[src/rtl/mem_ctrl_if.sv]
`default_nettype none
// ============================================================================
// mem_ctrl_if : pipeline request/response and byte-RAM bus of mem_ctrl
// Revision    : 1.0
// ============================================================================
interface mem_ctrl_if #(
  parameter int ADDR_WIDTH = 32
);
  logic                  if_req;
  logic [ADDR_WIDTH-1:0] if_addr;
  logic                  if_ready;
  logic [31:0]           if_inst;

  logic                  mem_load;
  logic                  mem_store;
  logic [ADDR_WIDTH-1:0] mem_addr;
  logic [31:0]           mem_wdata;
  logic [1:0]            mem_size;
  logic                  mem_signed;
  logic                  mem_ready;
  logic [31:0]           mem_rdata;

  logic [ADDR_WIDTH-1:0] ram_addr;
  logic                  ram_wr;
  logic [7:0]            ram_dout;
  logic [7:0]            ram_din;

  logic                  stallreq_if;
  logic                  stallreq_mem;

  modport master (
    output if_req, if_addr, mem_load, mem_store, mem_addr, mem_wdata,
           mem_size, mem_signed, ram_din,
    input  if_ready, if_inst, mem_ready, mem_rdata, ram_addr, ram_wr,
           ram_dout, stallreq_if, stallreq_mem
  );

  modport slave (
    input  if_req, if_addr, mem_load, mem_store, mem_addr, mem_wdata,
           mem_size, mem_signed, ram_din,
    output if_ready, if_inst, mem_ready, mem_rdata, ram_addr, ram_wr,
           ram_dout, stallreq_if, stallreq_mem
  );
endinterface
`default_nettype wire

[src/rtl/mem_ctrl.sv]
`default_nettype none
// ============================================================================
// mem_ctrl : IF/MEM arbiter sequencing 8/16/32-bit accesses as byte transfers
// Revision : 1.0
// ============================================================================
module mem_ctrl #(
  parameter int ADDR_WIDTH = 32,
  parameter bit MEM_FIRST  = 1'b1
) (
  input  wire logic clk,
  input  wire logic rst,
  mem_ctrl_if.slave bus
);

  typedef enum logic [1:0] {
    S_IDLE = 2'd0,
    S_RD   = 2'd1,
    S_WR   = 2'd2,
    S_DONE = 2'd3
  } state_t;

  state_t                state_q;
  logic [2:0]            cnt_q;
  logic [2:0]            nbytes_q;
  logic [ADDR_WIDTH-1:0] base_q;
  logic [31:0]           wdata_q;
  logic [31:0]           buf_q;
  logic [1:0]            size_q;
  logic                  sign_q;
  logic                  owner_mem_q;

  logic                  if_ready_q;
  logic [31:0]           if_inst_q;
  logic                  mem_ready_q;
  logic [31:0]           mem_rdata_q;
  logic [ADDR_WIDTH-1:0] ram_addr_q;
  logic                  ram_wr_q;
  logic [7:0]            ram_dout_q;

  logic                  mem_pend;
  logic                  grant_mem;
  logic                  grant_if;
  logic [2:0]            acc_nbytes_d;
  logic [ADDR_WIDTH-1:0] acc_addr_d;
  logic [2:0]            cnt_d;
  logic [31:0]           buf_d;
  logic                  rd_last;
  logic                  wr_last;
  logic [ADDR_WIDTH-1:0] rd_addr_d;
  logic [ADDR_WIDTH-1:0] wr_addr_d;

  function automatic logic [7:0] byte_sel(input logic [31:0] w, input logic [1:0] i);
    byte_sel = w[{i, 3'b000} +: 8];
  endfunction

  function automatic logic [31:0] extend(input logic [31:0] b, input logic [1:0] sz,
                                         input logic sg);
    case (sz)
      2'd0:    extend = {{24{sg & b[7]}}, b[7:0]};
      2'd1:    extend = {{16{sg & b[15]}}, b[15:0]};
      default: extend = b;
    endcase
  endfunction

  // Tie-break only matters when both requesters are pending in the same IDLE cycle.
  assign mem_pend  = bus.mem_load | bus.mem_store;
  assign grant_mem = MEM_FIRST ? mem_pend : (mem_pend & ~bus.if_req);
  assign grant_if  = bus.if_req & ~grant_mem;

  assign acc_addr_d   = grant_if ? bus.if_addr : bus.mem_addr;
  assign acc_nbytes_d = grant_if                 ? 3'd4 :
                        (bus.mem_size == 2'd0)   ? 3'd1 :
                        (bus.mem_size == 2'd1)   ? 3'd2 : 3'd4;

  assign cnt_d     = cnt_q + 3'd1;
  assign rd_last   = (cnt_q == nbytes_q);
  assign wr_last   = (cnt_q == nbytes_q - 3'd1);
  assign wr_addr_d = base_q + ADDR_WIDTH'(cnt_d);
  assign rd_addr_d = (cnt_d < nbytes_q) ? wr_addr_d : '0;

  // RAM data lags its address by one cycle, so count c lands byte c-1.
  always_comb begin
    buf_d = buf_q;
    case (cnt_q)
      3'd1:    buf_d[7:0]   = bus.ram_din;
      3'd2:    buf_d[15:8]  = bus.ram_din;
      3'd3:    buf_d[23:16] = bus.ram_din;
      3'd4:    buf_d[31:24] = bus.ram_din;
      default: buf_d = buf_q;
    endcase
  end

  always_ff @(posedge clk or posedge rst) begin
    if (rst) begin
      state_q     <= S_IDLE;
      cnt_q       <= '0;
      nbytes_q    <= '0;
      base_q      <= '0;
      wdata_q     <= '0;
      buf_q       <= '0;
      size_q      <= '0;
      sign_q      <= 1'b0;
      owner_mem_q <= 1'b0;
      if_ready_q  <= 1'b0;
      if_inst_q   <= '0;
      mem_ready_q <= 1'b0;
      mem_rdata_q <= '0;
      ram_addr_q  <= '0;
      ram_wr_q    <= 1'b0;
      ram_dout_q  <= '0;
    end else begin
      case (state_q)
        S_IDLE: begin
          if (grant_mem | grant_if) begin
            base_q      <= acc_addr_d;
            nbytes_q    <= acc_nbytes_d;
            size_q      <= grant_if ? 2'd2 : bus.mem_size;
            sign_q      <= grant_mem & bus.mem_signed;
            wdata_q     <= bus.mem_wdata;
            owner_mem_q <= grant_mem;
            cnt_q       <= '0;
            buf_q       <= '0;
            ram_addr_q  <= acc_addr_d;
            if (grant_mem & bus.mem_store) begin
              state_q    <= S_WR;
              ram_wr_q   <= 1'b1;
              ram_dout_q <= bus.mem_wdata[7:0];
            end else begin
              state_q <= S_RD;
            end
          end
        end

        S_RD: begin
          buf_q      <= buf_d;
          cnt_q      <= cnt_d;
          ram_addr_q <= rd_addr_d;
          if (rd_last) begin
            state_q <= S_DONE;
            if (owner_mem_q) begin
              mem_ready_q <= 1'b1;
              mem_rdata_q <= extend(buf_d, size_q, sign_q);
            end else begin
              if_ready_q <= 1'b1;
              if_inst_q  <= buf_d;
            end
          end
        end

        S_WR: begin
          cnt_q <= cnt_d;
          if (wr_last) begin
            state_q     <= S_DONE;
            ram_wr_q    <= 1'b0;
            ram_addr_q  <= '0;
            ram_dout_q  <= '0;
            mem_ready_q <= 1'b1;
            mem_rdata_q <= '0;
          end else begin
            ram_addr_q <= wr_addr_d;
            ram_dout_q <= byte_sel(wdata_q, cnt_d[1:0]);
          end
        end

        S_DONE: begin
          if_ready_q  <= 1'b0;
          mem_ready_q <= 1'b0;
          state_q     <= S_IDLE;
        end

        default: state_q <= S_IDLE;
      endcase
    end
  end

  assign bus.if_ready     = if_ready_q;
  assign bus.if_inst      = if_inst_q;
  assign bus.mem_ready    = mem_ready_q;
  assign bus.mem_rdata    = mem_rdata_q;
  assign bus.ram_addr     = ram_addr_q;
  assign bus.ram_wr       = ram_wr_q;
  assign bus.ram_dout     = ram_dout_q;
  assign bus.stallreq_mem = mem_pend & ~mem_ready_q;
  assign bus.stallreq_if  = bus.if_req & ~if_ready_q;

endmodule
`default_nettype wire
[src/flat_wrapper.sv]
// flat-port wrapper written by rule: the top's interface ports become plain ports
module mem_ctrl_flat 
#(
  parameter int ADDR_WIDTH = 32,
  parameter bit MEM_FIRST  = 1'b1
)
  (clk, rst, bus_if_req, bus_if_addr, bus_mem_load, bus_mem_store, bus_mem_addr, bus_mem_wdata, bus_mem_size, bus_mem_signed, bus_ram_din, bus_if_ready, bus_if_inst, bus_mem_ready, bus_mem_rdata, bus_ram_addr, bus_ram_wr, bus_ram_dout, bus_stallreq_if, bus_stallreq_mem);
  mem_ctrl_if #(.ADDR_WIDTH(ADDR_WIDTH)) bus_i ();
  input  wire logic clk;
  input  wire logic rst;
  input wire logic [$bits(bus_i.if_req)-1:0] bus_if_req;
  input wire logic [$bits(bus_i.if_addr)-1:0] bus_if_addr;
  input wire logic [$bits(bus_i.mem_load)-1:0] bus_mem_load;
  input wire logic [$bits(bus_i.mem_store)-1:0] bus_mem_store;
  input wire logic [$bits(bus_i.mem_addr)-1:0] bus_mem_addr;
  input wire logic [$bits(bus_i.mem_wdata)-1:0] bus_mem_wdata;
  input wire logic [$bits(bus_i.mem_size)-1:0] bus_mem_size;
  input wire logic [$bits(bus_i.mem_signed)-1:0] bus_mem_signed;
  input wire logic [$bits(bus_i.ram_din)-1:0] bus_ram_din;
  output wire logic [$bits(bus_i.if_ready)-1:0] bus_if_ready;
  output wire logic [$bits(bus_i.if_inst)-1:0] bus_if_inst;
  output wire logic [$bits(bus_i.mem_ready)-1:0] bus_mem_ready;
  output wire logic [$bits(bus_i.mem_rdata)-1:0] bus_mem_rdata;
  output wire logic [$bits(bus_i.ram_addr)-1:0] bus_ram_addr;
  output wire logic [$bits(bus_i.ram_wr)-1:0] bus_ram_wr;
  output wire logic [$bits(bus_i.ram_dout)-1:0] bus_ram_dout;
  output wire logic [$bits(bus_i.stallreq_if)-1:0] bus_stallreq_if;
  output wire logic [$bits(bus_i.stallreq_mem)-1:0] bus_stallreq_mem;
  assign bus_i.if_req = bus_if_req;
  assign bus_i.if_addr = bus_if_addr;
  assign bus_i.mem_load = bus_mem_load;
  assign bus_i.mem_store = bus_mem_store;
  assign bus_i.mem_addr = bus_mem_addr;
  assign bus_i.mem_wdata = bus_mem_wdata;
  assign bus_i.mem_size = bus_mem_size;
  assign bus_i.mem_signed = bus_mem_signed;
  assign bus_i.ram_din = bus_ram_din;
  assign bus_if_ready = bus_i.if_ready;
  assign bus_if_inst = bus_i.if_inst;
  assign bus_mem_ready = bus_i.mem_ready;
  assign bus_mem_rdata = bus_i.mem_rdata;
  assign bus_ram_addr = bus_i.ram_addr;
  assign bus_ram_wr = bus_i.ram_wr;
  assign bus_ram_dout = bus_i.ram_dout;
  assign bus_stallreq_if = bus_i.stallreq_if;
  assign bus_stallreq_mem = bus_i.stallreq_mem;
  mem_ctrl #(.ADDR_WIDTH(ADDR_WIDTH), .MEM_FIRST(MEM_FIRST)) u_core (.clk(clk), .rst(rst), .bus(bus_i));
endmodule
[config.mk]
export PLATFORM = sky130hd
export DESIGN_NAME = mem_ctrl_flat
export DESIGN_NICKNAME = d
export VERILOG_FILES = /design/src/rtl/mem_ctrl_if.sv /design/src/rtl/mem_ctrl.sv /design/src/flat_wrapper.sv
export SDC_FILE = /design/constraint.sdc
export NUM_CORES = 1
export LEC_CHECK = 0
export BUFFER_PORTS_ARGS = -buffer_cell sky130_fd_sc_hd__buf_2
export CORE_UTILIZATION = 55
export DETAILED_ROUTE_END_ITERATION = 8
export GPL_TIMING_DRIVEN = 0
export PLACE_DENSITY = 0.82
export SKIP_CTS_REPAIR_TIMING = 1
export SLEW_MARGIN = 0
export SYNTH_ARGS = -nofsm -noshare
export SYNTH_HDL_FRONTEND = slang
export SYNTH_SLANG_ARGS = --single-unit
export TNS_END_PERCENT = 50
[constraint.sdc]
create_clock -name clk -period 7.7 [get_ports clk]
set_clock_uncertainty 0.2 [all_clocks]
set_input_delay 0.385 -clock clk [delete_from_list [all_inputs] [get_ports clk]]
set_output_delay 0.385 -clock clk [all_outputs]
set_load 0.05 [all_outputs]
Word level (Yosys, flattened, before mapping)
Cells that the tools add are included.
{"block": "totals", "output_inout_bits": 109, "elab_cells": 115, "reg_bits": 215, "input_bits": 112}
{"block": "op_classes", "bitwise": 13, "n_reduce_logical": 22, "add_sub_neg": 3, "eq_ne": 17, "mux": 42, "n_shift": 1, "n_lt_le_gt_ge": 1}
{"operator": "32-bit two-way mux", "count": 8}
{"operator": "32-bit one-hot mux with 2 select lines", "count": 3}
{"operator": "32-bit one-hot mux with 3 select lines", "count": 1}
{"operator": "8-bit two-way mux", "count": 7}
{"operator": "32-bit by 3-bit adder with 32-bit output", "count": 1}
{"operator": "32-bit by 6-bit variable part select with 8-bit output", "count": 1}
{"operator": "8-bit one-hot mux with 2 select lines", "count": 1}
{"operator": "3-bit two-way mux", "count": 4}
{"operator": "3-bit AND reduction", "count": 4}
{"operator": "4-bit AND reduction", "count": 3}
{"operator": "2-bit two-way mux", "count": 5}
{"operator": "2-bit by 1-bit != test with 1-bit output (second input constant)", "count": 5}
{"operator": "2-bit nonzero test", "count": 5}
{"operator": "1-bit two-way mux", "count": 8}
{"operator": "2-bit one-hot mux with 4 select lines", "count": 1}
{"operator": "2-bit AND reduction", "count": 4}
{"operator": "1-bit bitwise AND", "count": 7}
{"operator": "2-bit by 1-bit equality test with 1-bit output (second input constant)", "count": 3}
{"operator": "3-bit by 2-bit equality test with 1-bit output (second input constant)", "count": 2}
{"operator": "3-bit equality test", "count": 2}
{"operator": "2-bit zero test", "count": 3}
{"operator": "3-bit one-hot mux with 2 select lines", "count": 1}
{"operator": "3-bit nonzero test", "count": 2}
{"operator": "2-bit equality test (second input constant)", "count": 2}
{"operator": "11 further kinds", "count": 16}

Depth between registers and ports, before layout
Gate-level depths: netlist of the first run.
{"block": "logic_depth", "ltp_word": 7, "ltp_mapped": 11, "mapped_depth_nobuf": 9}

Worst setup path before layout of the first run
No wires, ideal clock.
{"block": "synth_path", "kind": "flip-flop to flip-flop", "from": "reg u_core.cnt_q[0]", "to": "reg u_core.ram_addr_q[30], in the netlist u_core.bus.ram_addr[30]", "t_required_ps": 7422, "path_buffers": 1, "synth_period_minus_slack_ps": 3135, "setup_time_ps": 78, "slack_ps": 4565, "arrival_ps": 2857, "path_stages_with_launch": 10, "path_cell_list": "dfrtp_1 -> clkbuf_1 -> inv_1 -> ha_1 -> fa_1 -> a21oi_1 -> or4_4 -> or4_4 -> xor2_1 -> a21oi_1"}
{"block": "synth_between", "elab_chain_len": 4, "word_cells_on_any_way": 7, "classes_between": "2 x add/sub; 1 x order compare; 1 x eq/ne; 3 x mux"}
{"element": "start: declaration", "line": "mem_ctrl.sv:23", "text": "logic [2:0] cnt_q;"}
{"element": "start signal: assignment", "line": "mem_ctrl.sv:136", "text": "cnt_q <= cnt_d;"}
{"element": "start signal: assignment", "line": "mem_ctrl.sv:151", "text": "cnt_q <= cnt_d;"}
{"element": "3-bit by 1-bit adder with 3-bit output", "line": "mem_ctrl.sv:75", "text": "assign cnt_d = cnt_q + 3'd1;"}
{"element": "32-bit by 3-bit adder with 32-bit output or 3-bit < comparator (tied branches)", "line": "mem_ctrl.sv:78, mem_ctrl.sv:79"}
{"element": "32-bit two-way mux, on equally long branches", "line": "mem_ctrl.sv:152, mem_ctrl.sv:79"}
{"element": "32-bit one-hot mux with 3 select lines *", "line": "mem_ctrl.sv:112", "text": "case (state_q)"}
{"element": "end signal: assignment", "line": "mem_ctrl.sv:123", "text": "ram_addr_q <= acc_addr_d;"}
{"element": "end signal: assignment", "line": "mem_ctrl.sv:137", "text": "ram_addr_q <= rd_addr_d;"}
{"element": "end signal: assignment", "line": "mem_ctrl.sv:160", "text": "ram_addr_q <= wr_addr_d;"}
{"element": "end: declaration", "line": "mem_ctrl.sv:36", "text": "logic [ADDR_WIDTH-1:0] ram_addr_q;"}
Every way passes the cells marked *; elsewhere a longest branch is shown, timed or not.
A chain may end at the register's enable or synchronous reset.

Worst setup path in the final report of the first run
{"block": "layout_path", "from": "reg u_core.cnt_q[0]", "to": "reg u_core.ram_addr_q[20], in the netlist u_core.bus.ram_addr[20]"}
Same word-level chain as after synthesis.

==> metrics, run 1 <==
status=finished, violations left; failing checks=design-rule violations, negative hold slack; final setup TNS=0 ps; Worst path max stage delay=1010 ps; grt total ovfl=0; clk buf depth=3; startpoint types=register; layout cell share with drive strength beyond 1=25.3%; Die Span X=139 um; fin crit period=4020 ps; number of flops mapped to enable cells by yosys=0; Metal-1 WL=11,600 um; Fmax=249 MHz; # clock sinks=215; clock root buffer=clkbuf_16; post-DP HPWL=19,900 um; met2 wire length=13,800 um; HP Start=bus_mem_addr[25]; CTS tree=yes; register area share after synthesis=52.2%; Max stage delay cell, worst path=nor4_1; IO Count=221; critical path data required time=7850 ps; pwr dens=518 nW/um2; Netlist cell types=58; Net Count, Synth=1,109; DR WL met3=2080 um; core area=18,100 um2; DRC viols=14; initial DRC count=673; Die Area=19,300 um2; Die H=139 um; initial antenna violation count=1; top layer in use=met5; Yosys warnings=0; antenna-violating nets left=0; # Max-Cap Violations=0; Leakage=5.95 nW; placed cells=1,429; critical path type=register to register; Final Hold Fails=2; Slew Viols, Final=0; worst-path fanout max=10; Initial Util=56.8%; vias in the first global route=8,683; Main synth FF type=dfrtp_1; cts bufs inserted=22; Clock Latency Late Sink=500 ps; total power=0.00664 W; syn_area_per_cell=10.5 um2; Routed WL per cell=18.9 um; commonest non-fill, non-tap cells in the layout=buf_2 (235), dfrtp_1 (215), nand2_1 (96); RSZ-0062 raised after global routing=false; commonest non-fill, non-tap cell in the layout=buf_2; number of cell rows=49; crit path from=u_core.cnt_q[0]; worst r2r src=u_core.cnt_q[0]; Cell Chain, Critical Path=clkbuf_1, inv_1, ha_1, fa_1, a21oi_1, nor4_1, nand3_1, xor2_1, o221ai_1; fill count=1,344; Peak VDD IR=0.280 mV; Post-Syn Instances=979; drt pass-1 iters=8; routability cong.=0.889; Post-Route WL=28,400 um; post-route clock period utilization=52.2%; htree depth=1; Clock transition at path regs=60 ps; Vias=8,847; WHS=-11.0 ps; Syn Std Cell Area=10,300 um2; ys async rst share=100%; Worst Max-Slew Pin Slew=1190 ps; Area Growth Syn to Fin=24.4%; Finished Layout Cells=1,503; Net count, final=1,391; GRT Total Usage=29.2%; CP Data Arrival Time=4170 ps; Slew HR=20.1%; Seq cells post-synth=215; Setup Viol. Count Final=0; first-pass GRT wire length=44,900 um; HP Class=input pin to register; utilization after layout=70.6%; largest net degree at the start of global routing=137; Ant. Diodes=0; I/O Buffers=220; vias per inst=5.89; Setup crit end kind=register
[synth_stat cells (17+ instances only)]
cell	count	area, um2
a21oi_1	82	410
a22o_1	33	289
clkbuf_1	42	158
dfrtp_1	215	5380
ha_1	17	213
inv_1	19	71.3
mux2_2	32	360
mux2i_1	68	681
nand2_1	96	360
nor2_1	73	274
o21ai_0	88	440
[cell families (layout without fill, tap and decap cells)]
| group | count (synthesis) | after routing | synth area share, % |
|---|---|---|---|
| mux | 108 | 108 | 11.9 |
| compound gates | 267 | 267 | 15.9 |
| xor+xnor | 29 | 29 | 2.60 |
| flops | 215 | 215 | 52.2 |
| simple gates | 255 | 255 | 11.7 |
| fa+ha+maj | 18 | 18 | 2.26 |
| buf+inv | 87 | 382 | 3.39 |
[flip-flops by register name, indices dropped and copies added (netlist names)]
| signal | flops |
|---|---|
| u_core.base_q | 32 |
| u_core.buf_q | 32 |
| u_core.bus.if_inst | 32 |
| u_core.bus.mem_rdata | 32 |
| u_core.bus.ram_addr | 32 |
| u_core.wdata_q | 32 |
| u_core.bus.ram_dout | 8 |
| u_core.cnt_q | 3 |
| u_core.nbytes_q | 3 |
| u_core.size_q | 2 |
| u_core.state_q | 2 |
| u_core.bus.if_ready | 1 |
| u_core.bus.mem_ready | 1 |
| u_core.bus.ram_wr | 1 |
| u_core.owner_mem_q | 1 |
| u_core.sign_q | 1 |
[power breakdown]
part           total, W  internal (W)  switching (W)
Sequential      0.00202       0.00165       0.000374
Combinational   0.00355       0.00113        0.00242
Clock           0.00107      0.000638       0.000430
[metrics by stage]
step / area (um2) / worst slack [ps] / hold slack, ps
2_1_floorplan: 10300 / 1240 / 249
3_3_place_gp: 11700 / -983 / 255
3_5_place_dp: 11700 / 3770 / 262
4_1_cts: 12400 / 3770 / -231
5_1_grt: 12800 / 3430 / 17.3
6_report: 12800 / 3680 / -11.0
[layout make-up]
| type | instances | area [um2] | share of cell area [%] |
|---|---|---|---|
| repair buffers | 258 | 1500 | 11.7 |
| clock inverters | 7 | 85.1 | 0.664 |
| clock buffers | 30 | 632 | 4.93 |
| multi-input cells | 677 | 4570 | 35.7 |
| flip-flops and latches | 215 | 5380 | 42.0 |
| plain buffers | 68 | 278 | 2.17 |
| well taps | 229 | 287 | 2.24 |
| inverters | 19 | 78.8 | 0.615 |
[worst max-delay path: cells and delay by family (launching register included)]
| kind | cells | cell delay, ps |
|---|---|---|
| xor+xnor | 1 | 220 |
| simple gates | 2 | 1240 |
| compound gates | 2 | 300 |
| fa+ha+maj | 2 | 700 |
| buf+inv | 2 | 720 |
| flops | 1 | 500 |
[final timing paths]
check / cells after the start / end / slack, ps
max: 9 / u_core.bus.ram_addr[20] / 3680
min: 3 / u_core.base_q[25] / -10
max reg2reg: 9 / u_core.bus.ram_addr[20] / 3680
min reg2reg: 2 / u_core.bus.mem_rdata[7] / 270
max in group asynchronous: 4 / u_core.base_q[14] / 5970
min in group asynchronous: 3 / u_core.wdata_q[10] / 300
[layer usage]
| layer | up-vias | global-route usage, % |
|---|---|---|
| met1 | 4282 | 38.3 |
| met2 | 417 | 47.7 |
| met5 | - | 0 |
| met4 | 2 | 11.9 |
| met3 | 80 | 5.70 |
| li1 | 4066 | - |
Note: power is estimated with default switching activity, not from simulation.
==> inputs of run 2 (changes only) <==
==> constraint.sdc (replaced) <==
create_clock -name clk -period 3.9 [get_ports clk]
set_clock_uncertainty 0.2 [all_clocks]
set_input_delay 0.195 -clock clk [delete_from_list [all_inputs] [get_ports clk]]
set_output_delay 0.195 -clock clk [all_outputs]
set_load 0.05 [all_outputs]
==> run 2 against run 1 <==
  * The flow still finishes with violations (design-rule violations, negative hold slack)
  * Maximum frequency grew 8.5%
  * Worst hold slack gained 3.2 ps
  * Sequential share of layout area shrank 2.7 points
  * Global-route usage grew 0.31 points
  * Non-clock buffer count grew 81
  * Combinational power grew 100%
  * Clock power grew 110%
  * Count of clock-buffer cells in the layout grew 1
  * Sequential cell count is the same
  * Sequential power grew 98%
  * Critical endpoint is now u_core.bus.ram_addr[23]
  * First-iteration DRC count grew 23%
==> metrics, run 2 (synthesis gave the netlist of run 1 again) <==
worst path bufs/invs=3; Clock Latency Late Sink=500 ps; Cell Chain, Critical Path=clkbuf_2, inv_1, ha_1, ha_1, nand3_1, a211o_2, clkbuf_1, nor4_1, xnor2_1, o221ai_1; delay-heaviest family, CP=buffers and inverters; failing checks=design-rule violations, negative hold slack; layout cell share with drive strength beyond 1=24.1%; DRC viols=10; Die Span X=139 um; Vias=9,635; RSZ-0062 raised after global routing=false; fin crit period=3700 ps; Fmax=270 MHz; initial DRC count=827; post-route clock period utilization=95.0%; critical path data required time=4060 ps; htree depth=1; Worst path max stage delay=480 ps; pwr dens=982 nW/um2; CP Data Arrival Time=3870 ps; commonest non-fill, non-tap cell in the layout=buf_2; final setup TNS=0 ps; grt total ovfl=0; Die H=139 um; cts bufs inserted=22; Slew HR=41.0%; routability cong.=0.888; Final Cell Area=13,700 um2; vias in the first global route=8,705; Routed WL per cell=20.3 um; first-pass GRT wire length=45,200 um; HP Class=input pin to register; # Max-Cap Violations=0; drt pass-1 iters=9; critical path type=register to register; clk buf depth=3; antenna-violating nets left=0; pre-CTS setup slack=-62.4 ps; gr busiest metal=met2; I/O Buffers=220; commonest non-fill, non-tap cells in the layout=buf_2 (235), dfrtp_1 (215), dlygate4sd3_1 (114); FF+latch area=5380 um2; Leakage=6.31 nW; met3 GRT Util=5.28%; Multi-input gate area=4580 um2; Area Growth Syn to Fin=32.8%; post-DP HPWL=20,100 um; Net count, final=1,472; worst-path fanout max=10; Max stage delay cell, worst path=dfrtp_1; initial antenna violation count=1; met1 Usage GRT=38.5%; Setup Viol. Count Final=0; cell area after placement=11,800 um2; final worst slack=195 ps; Slew Viols, Final=0; vias per inst=6.08; Final Hold Fails=3; Die Area=19,300 um2; GRT Total Usage=29.5%; core area=18,100 um2; WHS=-7.74 ps; Clock transition at path regs=70 ps; startpoint types=register; Worst Max-Slew Pin Slew=879 ps; fill count=1,193; status=finished, violations left; # clock sinks=215; utilization after layout=75.4%; Post-Route WL=32,100 um; Setup crit end kind=register; most used cell, CP=ha_1; Ant. Diodes=0; clock root buffer=clkbuf_16; IO Count=221; number of cell rows=49; largest net degree at the start of global routing=44; Initial Util=56.8%; Peak VDD IR=0.513 mV; met2 Use GR=48.9%; CTS tree=yes
## run 2: cell count changes in the layout (fill, tap and decap cells not counted)
| cell | delta |
|---|---|
| dlygate4sd3_1 | +77 |
| buf_12 | +5 |
| clkinv_2 | -2 |
| buf_16 | -1 |
| bufinv_16 | +1 |
| clkbuf_2 | +1 |
| clkinvlp_4 | +1 |
| inv_8 | -1 |
| nor4_1 | -1 |
| nor4_2 | +1 |
## run 2: per-stage QoR
step | std cells | power, W
final | 1584 | 0.0134
after global routing | 1584 | 0.0142
after CTS | 1470 | 0.0131
after detailed placement | 1433 | 0.0109
after global placement | 1428 | 0.0106
after floorplan | 979 | 0.00902
## run 2: area by class of cell
class	count	share of cell area [%]
multi-input cells	677	33.5
repair buffers	339	17.1
well taps	229	2.09
flip-flops and latches	215	39.3
plain buffers	68	2.04
clock buffers	31	4.65
inverters	19	0.549
clock inverters	6	0.768
## run 2: path summary, 6_finish.rpt
| path | startpoint | endpoint | slack (ps) | depth (start not counted) |
|---|---|---|---|---|
| max | u_core.cnt_q[0] | u_core.bus.ram_addr[23] | 200 | 10 |
| min in group asynchronous | rst | u_core.wdata_q[18] | 160 | 3 |
| min | bus_if_addr[28] | u_core.bus.ram_addr[28] | -8 | 5 |
| max reg2reg | u_core.cnt_q[0] | u_core.bus.ram_addr[23] | 200 | 10 |
| max in group asynchronous | rst | u_core.bus.ram_addr[8] | 2440 | 5 |
| min reg2reg | u_core.bus.mem_rdata[9] | u_core.bus.mem_rdata[9] | 270 | 1 |
## run 2: layer usage
layer	vias to the layer above	routed length [um]
li1	4232	-
met1	4687	12200
met2	588	15900
met3	128	2550
met4	0	1470
met5	-	0
## run 2: worst register-to-register path, stage by stage, from the launching register on
cell and delay [ps]:
dfrtp_1 480, clkbuf_2 350, inv_1 160, ha_1 420, ha_1 310, nand3_1 170, a211o_2 400, clkbuf_1 280
nor4_1 470, xnor2_1 190, o221ai_1 140
## run 2: where the power goes
group	leakage [nW]	internal (W)	switching [W]
sequential	2.65	0.00326	0.000744
clock	0.365	0.00133	0.000872
combinational	3.30	0.00230	0.00493
total	6.31	0.00688	0.00655
